`config.mk`:
```
export PLATFORM = sky130hd
export DESIGN_NAME = game_logic_flat
export DESIGN_NICKNAME = d
export VERILOG_FILES = /design/src/rtl/game_logic_if.sv /design/src/rtl/game_logic.sv /design/src/flat_wrapper.sv
export SDC_FILE = /design/constraint.sdc
export NUM_CORES = 1
export LEC_CHECK = 0
export BUFFER_PORTS_ARGS = -buffer_cell sky130_fd_sc_hd__buf_2
export CORE_UTILIZATION = 45
export CTS_BUF_LIST = sky130_fd_sc_hd__clkbuf_4 sky130_fd_sc_hd__clkbuf_8 sky130_fd_sc_hd__clkbuf_16
export CTS_CLUSTER_SIZE = 28
export DETAILED_ROUTE_END_ITERATION = 7
export PLACE_DENSITY = 0.67
export SLEW_MARGIN = 25
export SYNTH_ARGS = -nofsm -noshare
export SYNTH_HDL_FRONTEND = slang
export SYNTH_SLANG_ARGS = --single-unit
export TNS_END_PERCENT = 30
```
`constraint.sdc`:
```
create_clock -name clk -period 4.1 [get_ports clk]
set_input_delay 0.615 -clock clk [delete_from_list [all_inputs] [get_ports clk]]
set_output_delay 0.615 -clock clk [all_outputs]
set_load 0.01 [all_outputs]
```
`src/rtl/game_logic_if.sv`:
```
// Host/display bundle for the hangman core: guess/word/button in, letter/LED/count status out.
interface game_logic_if;
  logic [7:0]  guess;
  logic [39:0] setWord;
  logic        toggle_state;
  logic [7:0]  letter;
  logic        red;
  logic        green;
  logic        mistake;
  logic        red_busy;
  logic        game_rdy;
  logic [2:0]  incorrect;
  logic [2:0]  correct;
  logic [4:0]  indexCorrect;

  modport master (
    output guess, setWord, toggle_state,
    input  letter, red, green, mistake, red_busy, game_rdy, incorrect, correct, indexCorrect
  );

  modport slave (
    input  guess, setWord, toggle_state,
    output letter, red, green, mistake, red_busy, game_rdy, incorrect, correct, indexCorrect
  );
endinterface

```
`src/rtl/game_logic.sv`:
```
// Hangman core: latches a 5-letter word, checks each new guess one position per cycle.
// Optional GAME_LOGIC_CASE_FOLD_EN folds lowercase guesses to uppercase before use.
module game_logic #(
  parameter int MAX_MISTAKES = 6
) (
  input  logic       clk,
  input  logic       nRst,
  game_logic_if.slave bus
);

  typedef enum logic [2:0] {SET, IDLE, L0, L1, L2, L3, L4, STOP} state_t;

  state_t      state, state_nxt;
  logic [39:0] word;
  logic [7:0]  last_guess;
  logic [7:0]  letter;
  logic        btn_q, btn_armed, pending, hit;
  logic        red, green, mistake;
  logic [2:0]  incorrect, correct;
  logic [4:0]  index_correct;

  logic [7:0]  guess_f, cur_letter;
  logic [4:0]  pos_mask, idx_nxt;
  logic        btn_rise, take_guess, match, hit_nxt, comparing;
  logic [2:0]  inc_nxt;

  function automatic logic [7:0] fold_case(input logic [7:0] g);
`ifdef GAME_LOGIC_CASE_FOLD_EN
    return (g >= 8'h61 && g <= 8'h7A) ? (g & 8'hDF) : g;
`else
    return g;
`endif
  endfunction

  function automatic logic [2:0] popcount5(input logic [4:0] v);
    return 3'(v[0]) + 3'(v[1]) + 3'(v[2]) + 3'(v[3]) + 3'(v[4]);
  endfunction

  function automatic logic [2:0] sat_inc(input logic [2:0] v);
    return (v >= 3'(MAX_MISTAKES)) ? 3'(MAX_MISTAKES) : v + 3'd1;
  endfunction

  // Button must be seen low once after reset before a press counts.
  assign btn_rise   = bus.toggle_state & ~btn_q & btn_armed;
  assign guess_f    = fold_case(bus.guess);
  assign take_guess = pending || (guess_f != last_guess);

  always_comb begin
    cur_letter = 8'h00;
    pos_mask   = 5'b00000;
    comparing  = 1'b0;
    case (state)
      L0: begin cur_letter = word[39:32]; pos_mask = 5'b10000; comparing = 1'b1; end
      L1: begin cur_letter = word[31:24]; pos_mask = 5'b01000; comparing = 1'b1; end
      L2: begin cur_letter = word[23:16]; pos_mask = 5'b00100; comparing = 1'b1; end
      L3: begin cur_letter = word[15:8];  pos_mask = 5'b00010; comparing = 1'b1; end
      L4: begin cur_letter = word[7:0];   pos_mask = 5'b00001; comparing = 1'b1; end
      default: ;
    endcase
    match   = comparing && (last_guess == cur_letter);
    idx_nxt = index_correct | (match ? pos_mask : 5'b00000);
    hit_nxt = hit | match;
    inc_nxt = hit_nxt ? incorrect : sat_inc(incorrect);

    state_nxt = state;
    case (state)
      SET:  if (btn_rise) state_nxt = IDLE;
      IDLE: if (take_guess) state_nxt = L0;
      L0:   state_nxt = L1;
      L1:   state_nxt = L2;
      L2:   state_nxt = L3;
      L3:   state_nxt = L4;
      L4:   state_nxt = (idx_nxt == 5'b11111 || inc_nxt == 3'(MAX_MISTAKES)) ? STOP : IDLE;
      STOP: if (btn_rise) state_nxt = SET;
      default: state_nxt = SET;
    endcase
  end

  always_ff @(posedge clk) begin
    if (nRst) state <= SET;
    else      state <= state_nxt;
  end

  always_ff @(posedge clk) begin
    if (nRst) begin
      word          <= '0;
      last_guess    <= '0;
      letter        <= '0;
      btn_q         <= 1'b0;
      btn_armed     <= 1'b0;
      pending       <= 1'b0;
      hit           <= 1'b0;
      red           <= 1'b0;
      green         <= 1'b0;
      mistake       <= 1'b0;
      incorrect     <= '0;
      correct       <= '0;
      index_correct <= '0;
    end else begin
      btn_q     <= bus.toggle_state;
      btn_armed <= btn_armed | ~bus.toggle_state;
      mistake   <= 1'b0;
      case (state)
        SET: if (btn_rise) begin
          word          <= bus.setWord;
          incorrect     <= '0;
          correct       <= '0;
          index_correct <= '0;
          red           <= 1'b0;
          green         <= 1'b0;
          pending       <= 1'b1;
        end
        IDLE: if (take_guess) begin
          last_guess <= guess_f;
          letter     <= guess_f;
          pending    <= 1'b0;
          hit        <= 1'b0;
        end
        L0, L1, L2, L3: begin
          index_correct <= idx_nxt;
          hit           <= hit_nxt;
        end
        // Last position: publish the verdict of the whole guess.
        L4: begin
          index_correct <= idx_nxt;
          hit           <= hit_nxt;
          correct       <= popcount5(idx_nxt);
          incorrect     <= inc_nxt;
          red           <= ~hit_nxt;
          green         <= hit_nxt;
          mistake       <= ~hit_nxt;
        end
        STOP: if (btn_rise) begin
          letter        <= '0;
          incorrect     <= '0;
          correct       <= '0;
          index_correct <= '0;
          red           <= 1'b0;
          green         <= 1'b0;
        end
        default: ;
      endcase
    end
  end

  assign bus.letter       = letter;
  assign bus.red          = red;
  assign bus.green        = green;
  assign bus.mistake      = mistake;
  assign bus.incorrect    = incorrect;
  assign bus.correct      = correct;
  assign bus.indexCorrect = index_correct;
  assign bus.red_busy     = comparing;
  assign bus.game_rdy     = (state == IDLE);

endmodule

```
`src/flat_wrapper.sv`:
```
// flat-port wrapper written by rule: the top's interface ports become plain ports
module game_logic_flat 
#(
  parameter int MAX_MISTAKES = 6
)
  (clk, nRst, bus_guess, bus_setWord, bus_toggle_state, bus_letter, bus_red, bus_green, bus_mistake, bus_red_busy, bus_game_rdy, bus_incorrect, bus_correct, bus_indexCorrect);
  game_logic_if bus_i ();
  input  logic clk;
  input  logic nRst;
  input wire logic [$bits(bus_i.guess)-1:0] bus_guess;
  input wire logic [$bits(bus_i.setWord)-1:0] bus_setWord;
  input wire logic [$bits(bus_i.toggle_state)-1:0] bus_toggle_state;
  output wire logic [$bits(bus_i.letter)-1:0] bus_letter;
  output wire logic [$bits(bus_i.red)-1:0] bus_red;
  output wire logic [$bits(bus_i.green)-1:0] bus_green;
  output wire logic [$bits(bus_i.mistake)-1:0] bus_mistake;
  output wire logic [$bits(bus_i.red_busy)-1:0] bus_red_busy;
  output wire logic [$bits(bus_i.game_rdy)-1:0] bus_game_rdy;
  output wire logic [$bits(bus_i.incorrect)-1:0] bus_incorrect;
  output wire logic [$bits(bus_i.correct)-1:0] bus_correct;
  output wire logic [$bits(bus_i.indexCorrect)-1:0] bus_indexCorrect;
  assign bus_i.guess = bus_guess;
  assign bus_i.setWord = bus_setWord;
  assign bus_i.toggle_state = bus_toggle_state;
  assign bus_letter = bus_i.letter;
  assign bus_red = bus_i.red;
  assign bus_green = bus_i.green;
  assign bus_mistake = bus_i.mistake;
  assign bus_red_busy = bus_i.red_busy;
  assign bus_game_rdy = bus_i.game_rdy;
  assign bus_incorrect = bus_i.incorrect;
  assign bus_correct = bus_i.correct;
  assign bus_indexCorrect = bus_i.indexCorrect;
  game_logic #(.MAX_MISTAKES(MAX_MISTAKES)) u_core (.clk(clk), .nRst(nRst), .bus(bus_i));
endmodule
```
==> reports/results.tsv, run 1 <==
stage	metric	value	unit
run_status	status	finished, final reports clean	
power	LEAKAGE	1.774	nW
drt	vias per cell	5.330	
floorplanning	std cell rows	33	
global_routing	GRT overflow	0	
placement	dpl hpwl	6856	um
power	internal power	0.001277	W
synth	FFs w/ async S/R, synth	0	
global_routing	initial antenna violation count	0	
layout	layout cell share with drive strength beyond 1	0.2143	
clock_network	clk sinks	77	
synth	Post-synth EDFFs	0	
clock_network	CTS buffer count	9	
sta	final setup fails	0	
floorplanning	die width	93.50	um
synth	most frequent cell after synthesis	nand2_1	
sta	Fmax	260.8	MHz
layout	P&R area growth vs syn	18.76	%
global_routing	All-Layer GR Usage	0.2258	
placement	Placer Congestion	0.8778	
synth	Mapped Cells	474	
drt	Iteration-0 DRC Markers	181	
power	Reg power frac	0.482	
global_routing	largest net degree at the start of global routing	45	
power	Sw Share	0.2155	
synth	Syn Area/Cell	7.948	um2
drt	final WL	9218	um
sta	setup_tns	0	ps
sta	RSZ-0062 raised after global routing	no	
worst_setup_path	Worst setup SP type	register	
synth	Post-Syn Area	3767	um2
sta	minimum clock period	3835	ps
placement	# port buffers	74	
synth	Netlist cell types	60	
synth	yosys warns	0	
sta	Final Hold Fails	0	
synth	Area contributors post-synth	dfxtp_1 41%, nand2_1 12%, a21oi_1 9.6%	
clock_network	Root Buffer	clkbuf_8	
synth	register area share after synthesis	0.4092	
worst_setup_path	CP Data Required Time	4340	ps
clock_network	CTS Buffer Depth	2	
worst_setup_path	Setup Crit Path Kind	reg2reg	
layout	fill count	804	
global_routing	first-pass GRT wire length	15210	um
floorplanning	Die Ht	93.50	um
sta	Worst Tran Pin Value	806.2	ps
power	Total Power	0.001628	W
synth	top_reg_cell synth	dfxtp_1	
layout	register area	1543	um2
layout	Final nets	600	
worst_setup_path	CP Max Fanout	13	
worst_setup_path	crit path DAT	4070	ps
drt	DRC Markers	0	
drt	DRT antenna net count	0	
floorplanning	Initial Utilization	0.4608	
synth	top cell type's share of synthesized area	0.4092	
layout	area of the multi-input gates	2019	um2
drt	DR vias	3470	
power	pwr/cell area	363.9	nW/um2
sta	max_slew headroom	0.4626	
clock_network	CTS tree	yes	
drt	TritonRoute pass-1 iters	4	
worst_hold_path	Hold WC Path Type	reg2reg	
flow_run	Max-Cap Viols	0	
power	clock share of power	0.450	
clock_network	H-tree levels	3	
power	worst vdd ir	171.1	uV
synth	Syn Nets	533	
floorplanning	Die ar.	8742	um2
floorplanning	core area	8175	um2
synth	leading area contributor after synthesis	dfxtp_1	
synth	FF+latch count, synth	77	
clock_network	worst skew pair latency	350	ps
synth	synth cell count leaders	123 x nand2_1, 77 x dfxtp_1, 72 x a21oi_1, 30 x nor2_1, 20 x clkbuf_1	
clock_network	clock slew seen by the registers of the worst setup and hold paths	80	ps
global_routing	vias in the first global route	3232	
floorplanning	IO Pins	75	
sta	Clock Skews	7.787	ps
sta	Slew Limit Fails	0	
power	Net Switching	0.0003508	W
worst_setup_path	Critical Path End Type	register	
layout	ant diodes	0	
power	logic gate share of total power	0.068	
drt	drt wl/cell	14.16	um
sta	final period utilization	0.9354	
layout make-up:
cell class,instances,area share
Sequential cell,77,0.3448
Timing Repair Buffer,85,0.1040
Clock buffer,13,0.03859
Inverter,14,0.01174
Tap cell,105,0.02936
Multi-Input combinational cell,354,0.4513
Clock inverter,3,0.02013
flip-flops by register name, indices dropped and copies added (netlist names), 3 cells and up:
register and flops:
u_core.bus.correct 3, u_core.word 40, u_core.state 3, u_core.last_guess 8, u_core.bus.incorrect 3, u_core.bus.indexCorrect 5
u_core.bus.letter 8
worst paths after layout:
| check | depth (start not counted) | slack [ps] | startpoint | end |
|---|---|---|---|---|
| hold / removal | 2 | 450 | u_core.bus.letter[5] | u_core.bus.letter[5] |
| setup reg to reg | 17 | 270 | u_core.state[0] | u_core.bus.correct[1] |
| hold reg to reg | 2 | 450 | u_core.bus.letter[5] | u_core.bus.letter[5] |
| setup / recovery | 17 | 270 | u_core.state[0] | u_core.bus.correct[1] |
per-stage QoR:
step                utilization  instances  hold WS [ps]  setup WS (ps)  instance area (um2)
finish                   0.5473        651         450.2          265.0                 4474
global route             0.5473        651         458.4          71.28                 4474
CTS                      0.5465        651         453.9          171.2                 4468
detailed placement       0.5144        635         442.5          201.7                 4205
global placement         0.5144        635         438.8          292.8                 4205
floorplan                     -        474         430.1          332.5                 3767
what timing repair did:
item,in CTS,in global routing
setup endpoints to repair,0,2
resized for setup,0,2
hold buffers,0,0
setup buffers,0,0
power groups by stage:
| stage | Clock (W) | Sequential (W) | Combinational [W] |
|---|---|---|---|
| 6_report | 0.000733 | 0.000784 | 0.000111 |
| 5_1_grt | 0.000785 | 0.000786 | 0.000125 |
| 4_1_cts | 0.000752 | 0.000784 | 0.000112 |
| 3_5_place_dp | 0 | 0.000801 | 0.000111 |
| 3_3_place_gp | 0 | 0.000801 | 0.000109 |
| 2_1_floorplan | 0 | 0.000796 | 0.0000703 |
per-layer routing:
layer  share of wire  wire [um]  GRT usage
met1            0.47       4302     0.2933
met2            0.47       4342     0.3609
met3           0.036        336    0.04065
met4           0.026        237     0.1077
met5               0          0          0
cells by family (layout without fill, tap and decap cells):
logic type,Yosys count,count (layout),share of synthesized area
muxes,10,10,0.03155
and+or+nand+nor,191,191,0.2205
buffers and inverters,43,115,0.05612
adders and majority gates,8,8,0.03055
DFF,77,77,0.4092
xor gates and xnor gates,17,17,0.03952
AOI/OAI and AO/OA,128,128,0.2126
worst max-delay path, stage by stage (launching register included):
cell and delay, ps:
dfxtp_1 630, inv_2 200, nand2_1 170, o21ai_0 110, a221oi_1 290, o2111a_1 300, and2_1 230, a21o_2 170
ha_1 220, inv_1 70, fa_1 400, inv_1 60, ha_1 130, inv_1 40, fa_1 470, nor2_1 40
a21oi_1 130, nor2_1 50
cells in the final DEF, fill, tap and decap left out, types with 3 or more instances in the layout:
cell type and n:
bufinv_16 3, nand2_1 123, buf_2 74, dfxtp_1 76, nor2_1 30, o22ai_1 4
buf_4 10, inv_1 13, nand3_1 4, o21ai_0 9, xnor2_1 15, a22oi_1 6
a21oi_1 72, clkbuf_8 12, o31ai_1 4, nand3b_1 5, nor3_1 6, nor2b_1 3
ha_1 6, mux2i_1 7, a211oi_1 4
No activity file was read; power rests on OpenSTA's default activity.
==> run 2: changes to the inputs <==
--- a/config.mk
+++ b/config.mk
@@ -11,5 +11,5 @@
 export CTS_CLUSTER_SIZE = 28
 export DETAILED_ROUTE_END_ITERATION = 7
-export PLACE_DENSITY = 0.67
+export PLACE_DENSITY_LB_ADDON = 0.25
 export SLEW_MARGIN = 25
 export SYNTH_ARGS = -nofsm -noshare
==> constraint.sdc (replaced) <==
create_clock -name clk -period 4.1 [get_ports clk]
set_input_delay 0.41 -clock clk [delete_from_list [all_inputs] [get_ports clk]]
set_output_delay 0.41 -clock clk [all_outputs]
set_load 0.01 [all_outputs]
==> reports/results.tsv, run 2 (synthesis gave the netlist of run 1 again) <==
stage	metric	value	unit
sta	setup_tns	0	ps
placement	Placer Congestion	0.8684	
placement	# port buffers	74	
floorplanning	Die Ht	93.50	um
global_routing	GRT overflow	0	
clock_network	worst skew pair latency	350	ps
layout	Final nets	601	
sta	Worst Tran Pin Value	577.9	ps
clock_network	post-cts hold buffer count	0	
global_routing	first-pass GRT wire length	15290	um
power	worst vdd ir	165.5	uV
worst_hold_path	Hold WC Path Type	in2reg	
sta	Final Hold Fails	0	
drt	TritonRoute pass-1 iters	5	
flow_run	Max-Cap Viols	0	
floorplanning	core area	8175	um2
layout	ant diodes	0	
clock_network	Root Buffer	clkbuf_8	
clock_network	CTS buffer count	9	
global_routing	largest net degree at the start of global routing	43	
global_routing	All-Layer GR Usage	0.2266	
floorplanning	IO Pins	75	
drt	DRT antenna net count	0	
worst_setup_path	CP Max Fanout	13	
placement	dpl hpwl	6877	um
run_status	status	finished, final reports clean	
power	internal power	0.001165	W
sta	minimum clock period	3848	ps
layout	commonest non-fill, non-tap cell in the layout	nand2_1	
power	Reg power frac	0.513	
clock_network	clk sinks	77	
drt	DR vias	3506	
clock_network	CTS Buffer Depth	2	
layout	most used cells in the layout excluding fill and tap cells	123 x nand2_1, 76 x dfxtp_1, 74 x buf_2, 72 x a21oi_1, 30 x nor2_1	
sta	max_slew headroom	0.6137	
drt	Iteration-0 DRC Markers	197	
worst_setup_path	Setup Crit Path Kind	reg2reg	
power	pwr/cell area	345.6	nW/um2
global_routing	vias in the first global route	3198	
layout	fill count	820	
layout	Util after Layout	0.5407	
sta	RSZ-0062 raised after global routing	no	
clock_network	# Post-CTS Setup Buffers	0	
clock_network	H-tree levels	3	
floorplanning	Die ar.	8742	um2
worst_setup_path	Critical Path End Type	register	
worst_setup_path	CP Data Required Time	4330	ps
drt	drt wl/cell	14.27	um
floorplanning	std cell rows	33	
floorplanning	Initial Utilization	0.4608	
drt	DRC Markers	0	
worst_setup_path	crit path DAT	4070	ps
power	LEAKAGE	1.755	nW
layout	biggest regs	u_core.word: 40 flops, u_core.bus.letter: 8 flops, u_core.last_guess: 8 flops	
power	Sw Share	0.2373	
power	Total Power	0.001528	W
layout	Biggest register	u_core.word	
global_routing	initial antenna violation count	0	
sta	Slew Limit Fails	0	
clock_network	Resize count post-CTS	0	
clock_network	clock slew seen by the registers of the worst setup and hold paths	80	ps
drt	vias per cell	5.377	
power	clock share of power	0.414	
drt	final WL	9301	um
power	logic gate share of total power	0.073	
layout	P&R area growth vs syn	17.34	%
power	Net Switching	0.0003626	W
sta	Clock Skews	8.337	ps
floorplanning	die width	93.50	um
sta	final setup fails	0	
clock_network	CTS tree	yes	
sta	final period utilization	0.9386	
layout	max reg flops	40	
layout	layout cell share with drive strength beyond 1	0.2139	
worst_setup_path	Worst setup SP type	register	
sta	Fmax	259.8	MHz
-- run 2: layout make-up --
class	count	area [um2]	share of cell area
Tap cell	105	131.4	0.02972
Sequential cell	77	1543	0.3490
Timing Repair Buffer	86	460.4	0.1042
Clock inverter	6	87.58	0.01981
Inverter	14	52.55	0.01189
Clock buffer	10	131.4	0.02972
Multi-Input combinational cell	354	2014	0.4557
-- run 2: worst paths after layout --
path                            slack [ps]               endpoint  cells after the start             start
worst max-delay path                   250  u_core.bus.correct[1]                     17   u_core.state[0]
worst min-delay path                   250       u_core.btn_armed                      2  bus_toggle_state
worst min register to register         450       u_core.btn_armed                      2  u_core.btn_armed
worst max register to register         250  u_core.bus.correct[1]                     17   u_core.state[0]
-- run 2: power by group through the flow --
stage	Clock, W	Combinational (W)	Sequential [W]
floorplan	0	0.0000703	0.000796
global placement	0	0.000110	0.000801
detailed placement	0	0.000112	0.000801
CTS	0.000645	0.000112	0.000784
global route	0.000683	0.000126	0.000787
finish	0.000632	0.000112	0.000784
-- run 2: critical path, stage by stage, from the launching register on --
cell      delay, ps
dfxtp_1         600
inv_2           190
nand2_1         170
o21ai_0         120
a221oi_1        320
o2111a_1        300
and2_1          260
a21o_2          180
ha_1            220
inv_1            70
fa_1            400
inv_1            60
ha_1            130
inv_1            50
fa_1            470
nor2_1           40
a21oi_1         120
nor2_1           50
-- run 2: metrics by stage --
step / worst slack [ps] / cell area [um2] / hold WS [ps] / cells
after floorplan: 332.5 / 3767 / 430.1 / 474
after global routing: 17.75 / 4420 / 244.9 / 652
final: 251.6 / 4420 / 252.0 / 652
after global placement: 312.1 / 4200 / 437.9 / 636
after CTS: 208.0 / 4419 / 246.8 / 652
after detailed placement: 214.6 / 4200 / 440.3 / 636
-- run 2: metal layers --
layer,global-route usage,wire (um),vias up
met1,0.2969,4347,1644
met5,0,0,-
met2,0.3634,4327,95
met4,0.1000,205,0
met3,0.04065,420,17
li1,-,-,1750
==> run 3: changes to the inputs <==
REMOVE_ABC_BUFFERS = 1   (was default)
clock period = 4.7 ns   (was 4.1 ns; I/O delays follow)
==> reports/results.tsv, run 3 (synthesis gave the netlist of run 1 again) <==
stage	metric	value	unit
layout	register area	1543	um2
floorplanning	Initial Utilization	0.4608	
clock_network	Root Buffer	clkbuf_8	
sta	Slew Limit Fails	0	
global_routing	initial antenna violation count	0	
worst_setup_path	Worst setup SP type	register	
placement	dpl hpwl	6336	um
worst_setup_path	CP Data Required Time	4940	ps
worst_setup_path	Setup Crit Path Kind	reg2reg	
sta	Clock Skews	9.870	ps
sta	setup_tns	0	ps
drt	DRT antenna net count	0	
power	clock share of power	0.396	
placement	pre-CTS setup slack	367.3	ps
sta	RSZ-0062 raised after global routing	no	
drt	Iteration-0 DRC Markers	214	
global_routing	GRT overflow	0	
clock_network	# Post-CTS Setup Buffers	0	
drt	DR vias	3371	
worst_setup_path	Worst Path Buf+Inv	4	
worst_setup_path	CP Max Fanout	15	
worst_setup_path	most frequent CP cell	inv_1	
drt	final WL	8772	um
layout	Final nets	595	
layout	P&R area growth vs syn	15.74	%
floorplanning	core area	8175	um2
placement	Placer Congestion	0.9256	
floorplanning	IO Pins	75	
power	Reg power frac	0.530	
layout	Finished Layout Cells	646	
worst_setup_path	worst-path cell chain	inv_1 > ha_1 > a31oi_1 > o22ai_1 > a211oi_1 > o2111a_1 > and2_1 > a21o_2 > ha_1 > inv_1 > fa_1 > inv_1 > ha_1 > inv_1 > fa_1 > nor2_1 > a21oi_1 > nor2_1	
global_routing	largest net degree at the start of global routing	58	
placement	placed cell area	4155	um2
worst_setup_path	critical path's slowest cell	dfxtp_1	
power	Net Switching	0.0003120	W
floorplanning	Die ar.	8742	um2
sta	Worst Tran Pin Value	584.3	ps
layout	post-route cell area	4360	um2
placement	dpl cells	630	
power	pwr/cell area	295.8	nW/um2
drt	drt wl/cell	13.58	um
layout	commonest non-fill, non-tap cell in the layout	nand2_1	
layout	layout cell share with drive strength beyond 1	0.2052	
flow_run	Max-Cap Viols	0	
placement	# port buffers	74	
sta	minimum clock period	4244	ps
worst_setup_path	Crit path max-delay family	adder cells	
clock_network	H-tree levels	3	
power	LEAKAGE	1.708	nW
clock_network	worst skew pair latency	350	ps
clock_network	clk sinks	77	
layout	Util after Layout	0.5334	
drt	TritonRoute pass-1 iters	5	
layout	biggest regs	u_core.word: 40 flops, u_core.bus.letter: 8 flops, u_core.last_guess: 8 flops	
worst_hold_path	Hold WC Path Type	in2reg	
sta	Final Hold Fails	0	
worst_setup_path	crit path DAT	4480	ps
layout	ant diodes	0	
clock_network	post-cts hold buffer count	0	
global_routing	All-Layer GR Usage	0.2126	
global_routing	first-pass GRT wire length	14640	um
sta	fin worst setup slack	455.9	ps
floorplanning	Die Ht	93.50	um
clock_network	CTS Buffer Depth	2	
sta	Fmax	235.6	MHz
layout	area of the multi-input gates	2014	um2
clock_network	clock slew seen by the registers of the worst setup and hold paths	80	ps
clock_network	CTS buffer count	9	
floorplanning	std cell rows	33	
floorplanning	die width	93.50	um
worst_setup_path	Largest stage delay, worst path	670	ps
sta	final setup fails	0	
global_routing	vias in the first global route	3101	
worst_setup_path	R2R Setup Slk	460	ps
power	internal power	0.0009778	W
worst_setup_path	Critical Path End Type	register	
power	worst vdd ir	189.1	uV
layout	fill count	792	
clock_network	CTS tree	yes	
sta	final period utilization	0.9030	
power	Sw Share	0.2419	
drt	vias per cell	5.218	
drt	DRC Markers	0	
layout	max reg flops	40	
layout	most used cells in the layout excluding fill and tap cells	123 x nand2_1, 76 x dfxtp_1, 74 x buf_2, 72 x a21oi_1, 30 x nor2_1	
layout	Biggest register	u_core.word	
power	logic gate share of total power	0.074	
sta	max_slew headroom	0.6096	
run_status	status	finished, final reports clean	
-- run 3: cell types whose count changed in the layout (fill, tap and decap cells not counted), sizes merged --
cell / previous run / this run
clkbuf: 10 / 11
inv: 14 / 15
clkinvlp: 0 / 2
buf: 86 / 80
clkinv: 4 / 1
bufinv: 2 / 1
-- run 3: layout make-up --
cell class | instances | share of cell area
Multi-Input combinational cell | 354 | 0.4620
Sequential cell | 77 | 0.3538
Timing Repair Buffer | 80 | 0.09527
Clock buffer | 11 | 0.03329
Tap cell | 105 | 0.03013
Clock inverter | 5 | 0.01349
Inverter | 14 | 0.01205
-- run 3: metal layers --
| layer | track usage | share of wire | vias up | wire length, um |
|---|---|---|---|---|
| met5 | 0 | 0 | - | 0 |
| met2 | 0.3419 | 0.46 | 96 | 4013 |
| met1 | 0.2814 | 0.47 | 1522 | 4140 |
| li1 | - | - | 1741 | - |
| met4 | 0.07051 | 0.016 | 0 | 140 |
| met3 | 0.04715 | 0.054 | 12 | 477 |
-- run 3: final timing paths --
kind | start | to | cells past startpoint
setup reg to reg | u_core.state[1] | u_core.bus.correct[1] | 18
hold reg to reg | u_core.bus.letter[4] | u_core.bus.letter[4] | 2
setup / recovery | u_core.state[1] | u_core.bus.correct[1] | 18
hold / removal | bus_toggle_state | u_core.btn_armed | 2
-- run 3: metrics by stage --
step | power [W] | hold WS, ps
4_1_cts | 0.001302 | 320.1
3_3_place_gp | 0.0007930 | 437.2
2_1_floorplan | 0.0007443 | 424.0
5_1_grt | 0.001340 | 347.2
3_5_place_dp | 0.0007947 | 441.3
6_report | 0.001290 | 329.1
-- run 3: worst register-to-register path, stage by stage, from the launching register on --
cell	delay [ps]
dfxtp_1	670
inv_1	200
ha_1	400
a31oi_1	180
o22ai_1	100
a211oi_1	180
o2111a_1	260
and2_1	300
a21o_2	190
ha_1	230
inv_1	90
fa_1	410
inv_1	70
ha_1	130
inv_1	50
fa_1	480
nor2_1	50
a21oi_1	120
nor2_1	50
-- run 3: power by group through the flow --
| stage | logic [W] | registers (W) | clock network (W) |
|---|---|---|---|
| 2_1_floorplan | 0.0000489 | 0.000695 | 0 |
| 3_3_place_gp | 0.0000944 | 0.000699 | 0 |
| 3_5_place_dp | 0.0000960 | 0.000699 | 0 |
| 4_1_cts | 0.0000965 | 0.000683 | 0.000522 |
| 5_1_grt | 0.000109 | 0.000686 | 0.000545 |
| 6_report | 0.0000958 | 0.000683 | 0.000511 |
-- run 3: repair_timing --
action	in CTS	in global routing
resized for setup	0	1
setup endpoints to repair	0	1
hold endpoints to repair	0	0
